$ cat src/rtl/cdc_pulse_pacer_pkg.sv
// cdc_pulse_pacer_pkg: shared state encoding and gap-counter sizing for the
// cdc_pulse_pacer block and its gap timer.
package cdc_pulse_pacer_pkg;

  typedef enum logic [1:0] {
    ST_IDLE = 2'd0,
    ST_FIRE = 2'd1,
    ST_HOLD = 2'd2
  } state_e;

  // Ceiling log2. Sizes the gap down-counter so that it can hold GAP-1.
  function automatic int unsigned clog2(input int unsigned v);
    int unsigned r;
    r = 0;
    for (int unsigned i = 0; i < 32; i++) begin
      if ((64'd1 << r) < 64'(v)) r = r + 1;
    end
    return r;
  endfunction

endpackage

$ cat src/rtl/cdc_pulse_pacer_if.sv
// cdc_pulse_pacer_if: event strobe in, paced strobe and status out.
// master = event producer / observer, slave = the pacer.
interface cdc_pulse_pacer_if #(
  parameter int unsigned CNT_W = 4
) ();
  logic             in_pulse;
  logic             flush;
  logic             ovf_clr;
  logic             out_pulse;
  logic [CNT_W-1:0] pending;
  logic             busy;
  logic             overflow;

  modport master (
    output in_pulse, flush, ovf_clr,
    input  out_pulse, pending, busy, overflow
  );

  modport slave (
    input  in_pulse, flush, ovf_clr,
    output out_pulse, pending, busy, overflow
  );
endinterface

$ cat src/rtl/cdc_pulse_pacer_gap_timer.sv
// cdc_pulse_pacer_gap_timer: loadable down-counter timing the HOLD phase.
// Loaded with GAP-1 on entry to HOLD; expire marks the last HOLD cycle.
module cdc_pulse_pacer_gap_timer
  import cdc_pulse_pacer_pkg::*;
#(
  parameter int unsigned GAP = 8
) (
  input  logic clk,
  input  logic rst_n,
  input  logic load,
  output logic expire
);

  localparam int unsigned W = (clog2(GAP) < 1) ? 1 : clog2(GAP);
  localparam logic [W-1:0] RELOAD = W'(GAP - 1);

  logic [W-1:0] cnt;

  // Reload on entry to HOLD, then count down to zero and rest there.
  always_ff @(posedge clk or negedge rst_n) begin
    if (!rst_n) begin
      cnt <= '0;
    end else if (load) begin
      cnt <= RELOAD;
    end else if (cnt != '0) begin
      cnt <= cnt - W'(1);
    end
  end

  assign expire = (cnt == W'(1));

endmodule

$ cat src/rtl/cdc_pulse_pacer.sv
// cdc_pulse_pacer: counts raw event strobes and re-emits them as isolated
// one-cycle pulses at least GAP cycles apart, ahead of an edge-toggle
// pulse synchronizer. Reports backlog depth and a sticky overflow flag.
// Build option CDC_PULSE_PACER_QUEUE_EN: full CNT_W-bit backlog counter;
// when undefined the backlog is a single flag and CNT_W sets port width only.
module cdc_pulse_pacer
  import cdc_pulse_pacer_pkg::*;
#(
  parameter int unsigned CNT_W = 4,
  parameter int unsigned GAP   = 8
) (
  input  logic               clk,
  input  logic               rst_n,
  cdc_pulse_pacer_if.slave   bus
);

`ifdef CDC_PULSE_PACER_QUEUE_EN
  localparam int unsigned PW = CNT_W;
`else
  localparam int unsigned PW = 1;
`endif
  localparam logic [PW-1:0] PMAX = '1;

  state_e        state_q, state_d;
  logic [PW-1:0] pend_q, pend_d;
  logic          out_q, busy_q, ovf_q;
  logic          want, fire, drop, expire;

  cdc_pulse_pacer_gap_timer #(.GAP(GAP)) u_gap_timer (
    .clk    (clk),
    .rst_n  (rst_n),
    .load   (state_q == ST_FIRE),
    .expire (expire)
  );

  // Flush blocks any move into FIRE on its edge, from IDLE or from HOLD.
  assign want = (bus.in_pulse || (pend_q != '0)) && !bus.flush;

  // Next state and backlog accounting.
  always_comb begin
    state_d = state_q;
    pend_d  = pend_q;
    drop    = 1'b0;
    unique case (state_q)
      ST_IDLE: if (want) state_d = ST_FIRE;
      ST_FIRE: state_d = ST_HOLD;
      ST_HOLD: if (expire) state_d = want ? ST_FIRE : ST_IDLE;
      default: state_d = ST_IDLE;
    endcase
    fire = (state_d == ST_FIRE);
    // A fire without a fresh strobe implies pend_q != 0, so no underflow.
    if (bus.flush) begin
      pend_d = '0;
    end else if (fire) begin
      if (!bus.in_pulse) pend_d = pend_q - PW'(1);
    end else if (bus.in_pulse) begin
      if (pend_q == PMAX) drop = 1'b1;
      else                pend_d = pend_q + PW'(1);
    end
  end

  // State, backlog and all outputs registered together.
  always_ff @(posedge clk or negedge rst_n) begin
    if (!rst_n) begin
      state_q <= ST_IDLE;
      pend_q  <= '0;
      out_q   <= 1'b0;
      busy_q  <= 1'b0;
      ovf_q   <= 1'b0;
    end else begin
      state_q <= state_d;
      pend_q  <= pend_d;
      out_q   <= fire;
      busy_q  <= (state_d != ST_IDLE) || (pend_d != '0);
      if (drop)             ovf_q <= 1'b1;
      else if (bus.ovf_clr) ovf_q <= 1'b0;
    end
  end

  assign bus.out_pulse = out_q;
  assign bus.pending   = CNT_W'(pend_q);
  assign bus.busy      = busy_q;
  assign bus.overflow  = ovf_q;

endmodule
$ cat src/flat_wrapper.sv
// flat-port wrapper written by rule: the top's interface ports become plain ports
module cdc_pulse_pacer_flat import cdc_pulse_pacer_pkg::*;
#(
  parameter int unsigned CNT_W = 4,
  parameter int unsigned GAP   = 8
)
  (clk, rst_n, bus_in_pulse, bus_flush, bus_ovf_clr, bus_out_pulse, bus_pending, bus_busy, bus_overflow);
  cdc_pulse_pacer_if #(.CNT_W(CNT_W)) bus_i ();
  input  logic clk;
  input  logic rst_n;
  input wire logic [$bits(bus_i.in_pulse)-1:0] bus_in_pulse;
  input wire logic [$bits(bus_i.flush)-1:0] bus_flush;
  input wire logic [$bits(bus_i.ovf_clr)-1:0] bus_ovf_clr;
  output wire logic [$bits(bus_i.out_pulse)-1:0] bus_out_pulse;
  output wire logic [$bits(bus_i.pending)-1:0] bus_pending;
  output wire logic [$bits(bus_i.busy)-1:0] bus_busy;
  output wire logic [$bits(bus_i.overflow)-1:0] bus_overflow;
  assign bus_i.in_pulse = bus_in_pulse;
  assign bus_i.flush = bus_flush;
  assign bus_i.ovf_clr = bus_ovf_clr;
  assign bus_out_pulse = bus_i.out_pulse;
  assign bus_pending = bus_i.pending;
  assign bus_busy = bus_i.busy;
  assign bus_overflow = bus_i.overflow;
  cdc_pulse_pacer #(.CNT_W(CNT_W), .GAP(GAP)) u_core (.clk(clk), .rst_n(rst_n), .bus(bus_i));
endmodule
$ cat config.mk
export PLATFORM = sky130hd
export DESIGN_NAME = cdc_pulse_pacer_flat
export DESIGN_NICKNAME = d
export VERILOG_FILES = /design/src/rtl/cdc_pulse_pacer_pkg.sv /design/src/rtl/cdc_pulse_pacer_if.sv /design/src/rtl/cdc_pulse_pacer_gap_timer.sv /design/src/rtl/cdc_pulse_pacer.sv /design/src/flat_wrapper.sv
export SDC_FILE = /design/constraint.sdc
export NUM_CORES = 1
export LEC_CHECK = 0
export CELL_PAD_IN_SITES_DETAIL_PLACEMENT = 2
export CELL_PAD_IN_SITES_GLOBAL_PLACEMENT = 2
export CORE_UTILIZATION = 28
export CTS_CLUSTER_SIZE = 14
export DETAILED_ROUTE_END_ITERATION = 6
export GPL_TIMING_DRIVEN = 0
export PLACE_DENSITY_LB_ADDON = 0.1
export SLEW_MARGIN = 0
export SYNTH_ARGS = -nofsm -noshare
export SYNTH_HDL_FRONTEND = slang
export SYNTH_SLANG_ARGS = --single-unit
$ cat constraint.sdc
create_clock -name clk -period 1.59 [get_ports clk]
set_clock_uncertainty 0.2 [all_clocks]
set_input_delay 0.2385 -clock clk [delete_from_list [all_inputs] [get_ports clk]]
set_output_delay 0.2385 -clock clk [all_outputs]
set_load 0.1 [all_outputs]
==> flow_summary.ini <==
[power]
power_mw = 1.22
peakVddDrop_uv = 874
p_clk_share_pct = 14.4
p_int_mw = 0.639
combPwrFrac_pct = 53.9
swShare_pct = 47.5
seq_power_share_pct = 31.7
p_leak_nw = 0.308
power_switching_mw = 0.578
power.density_nw_per_um2 = 1980

[setup_path]
arrival_ns = 1.12
cp-start-kind = register
path_cells = clkdlybuf4s18_2
crit_type = register to output pin
slowest_delay_ns = 0.53
critPathBufInv = 1
cp_top_family = buffers and inverters
cp.required_ns = 1.15
cp-end-kind = output pin
cp_slowest_cell = clkdlybuf4s18_2
cp_max_fo = 1

[synth]
synth_area_leaders = dfrtp_1 46%, ha_1 13%, buf_4 6.2%, nand2b_4 5.6%, inv_1 4.6%
synthFlopType = dfrtp_1
ys_ff_latch = 9
yosys.area.top_type = dfrtp_1
yosysWarningCount = 0
ys_async_sr_fraction_pct = 100
syn_avg_cell_area_um2 = 11.1
yosysUniqueCellTypes = 18
synth_edf_count = 0
synth-seq-area-share_pct = 46.2
netlist.area_leader.share_pct = 46.2
synth_most_common_cell = dfrtp_1
synth_common_cells = 9 x dfrtp_1, 6 x inv_1, 5 x ha_1, 4 x buf_4, 4 x nand2_1
synthCells = 44
syn-cell-area_um2 = 488

[cts]
root_buffer = clkbuf_4
clock_latency_ns = 0.26
path_clk_slew_ns = 0.06
cts_sinks = 9
numCtsBuffers = 3
clockBufferDepth = 2
htreeDepth = 1
cts_hold_buffers = 0
cts_tree = built

[drt]
drtIter0Drc = 2
drc_errors = 1
antenna_left = 0
via_per_inst = 4.78
wl_per_cell_um = 14.2
firstDrtPassIters = 6
vias = 354
wl_mm = 1.05

[run]
cap_violations = 0

[global_routing]
grt_usage_pct = 14.2
grt-ovfl-total = 0
grt_antenna_before_repair = 0
grt_max_degree = 10
first_global_vias = 418
grt_pass1_wl_mm = 1.84

[die]
coreArea_um2 = 1560
start_util_pct = 31.3
die_h_um = 43.7
io_pins = 12
fp.dieW_um = 43.7
rows = 14
die_area_um2 = 1910

[sta]
grt_setup_unrepaired = false
fin_hold_ws_ns = 0.0798
worst_slack_ns = 0.0348
maxSlewHeadroom_pct = 65.7
tns_ns = 0
fmaxAchievable_mhz = 643
finalCritPeriodShare_pct = 97.8
layout_min_cycle_time_ns = 1.56
drv_slew = 0
hold_violations = 0
worst-slew-pin-transition_ns = 0.519
setup_viol = 0

[layout]
nNetsFinal = 69
instances_no_fill = 74
fin_util_pct = 39.4
drive_gt1_share_pct = 27.6
fin_area_um2 = 614
diodes = 0
synthToLayoutAreaGrowth_pct = 25.9

[outcome]
violations = DRC
status = complete, but fails checks

[worst_hold_path]
hp-class = input pin to async pin

[place]
dpl.hpwl_um = 856
buffer_ports.inserted = 8
dp_cells = 70
place.gp.congestion = 0.711
placed_area_um2 = 596
post-place-ws_ns = -0.452
==> timing repair <==
item                                   in CTS  in global routing
gates resized for setup                    15                  4
endpoints found under the hold margin       0                  0
buffers inserted                            0                  0
setup endpoints to repair                   4                  3
pin swaps                                   0                  0
==> cells by family (layout without fill, tap and decap cells) <==
| kind of cell | Yosys count | after routing | share of synthesized area, % |
|---|---|---|---|
| simple gates | 10 | 10 | 13.8 |
| buf+inv | 10 | 22 | 10.8 |
| flops | 9 | 9 | 46.2 |
| compound gates | 6 | 6 | 9.49 |
| fa+ha+maj | 5 | 5 | 12.8 |
| mux | 2 | 2 | 4.36 |
| other cells | 1 | 3 | 0.768 |
| xor+xnor | 1 | 1 | 1.80 |
==> sequential cells by signal, indices dropped and copies added (netlist names) <==
register                count
u_core.bus.busy             1
u_core.bus.out_pulse        1
u_core.bus.overflow         1
u_core.pend_q               1
u_core.state_q              2
u_core.u_gap_timer.cnt      3
==> layout make-up <==
type                    count  area (um^2)
plain buffers               4         30.0
clock buffers               4         26.3
fillers                   176          945
inverters                   6         22.5
multi-input cells          27          223
flip-flops and latches      9          225
well taps                  16         20.0
repair buffers              8         67.6
==> routing by layer <==
metal | GRT usage (%) | up-vias | routed length [um]
met5 | 0 | - | 0
met4 | 7.50 | 0 | 8
met3 | 6.25 | 2 | 61
met2 | 24.8 | 11 | 529
met1 | 14.1 | 173 | 448
li1 | - | 168 | -
==> worst paths after layout <==
path                                            from                   endpoint  slack, ns  depth (start not counted)
setup reg to reg           u_core.u_gap_timer.cnt[1]       u_core.bus.out_pulse       0.12                          5
setup / recovery                u_core.bus.out_pulse              bus_out_pulse       0.03                          1
hold reg to reg                  u_core.bus.overflow        u_core.bus.overflow       0.34                          2
hold / removal                                 rst_n  u_core.u_gap_timer.cnt[0]       0.08                          1
max in group asynchronous                      rst_n            u_core.bus.busy       0.82                          1
min in group clk                 u_core.bus.overflow        u_core.bus.overflow       0.34                          2
==> placed cells by master, fill, tap and decap left out, drive strengths merged <==
| cell type | n |
|---|---|
| dfrtp | 9 |
| buf | 7 |
| inv | 6 |
| ha | 5 |
| nand2 | 4 |
| clkdlybuf4s50 | 4 |
| clkbuf | 4 |
| conb | 3 |
| nand2b | 3 |
| nor3b | 2 |
| a211oi | 2 |
| a21oi | 1 |
| o21ai | 1 |
| o221ai | 1 |
| nor2 | 1 |
| mux2i | 1 |
| o32ai | 1 |
| mux2 | 1 |
| xnor2 | 1 |
| clkdlybuf4s18 | 1 |
==> power by group through the flow <==
stage	clock network (mW)	registers, mW	logic [mW]
floorplan	0	0.532	0.371
global placement	0	0.375	0.640
detailed placement	0	0.390	0.679
CTS	0.183	0.386	0.672
global route	0.200	0.400	0.717
finish	0.176	0.385	0.656
Note: power is estimated with default switching activity, not from simulation.
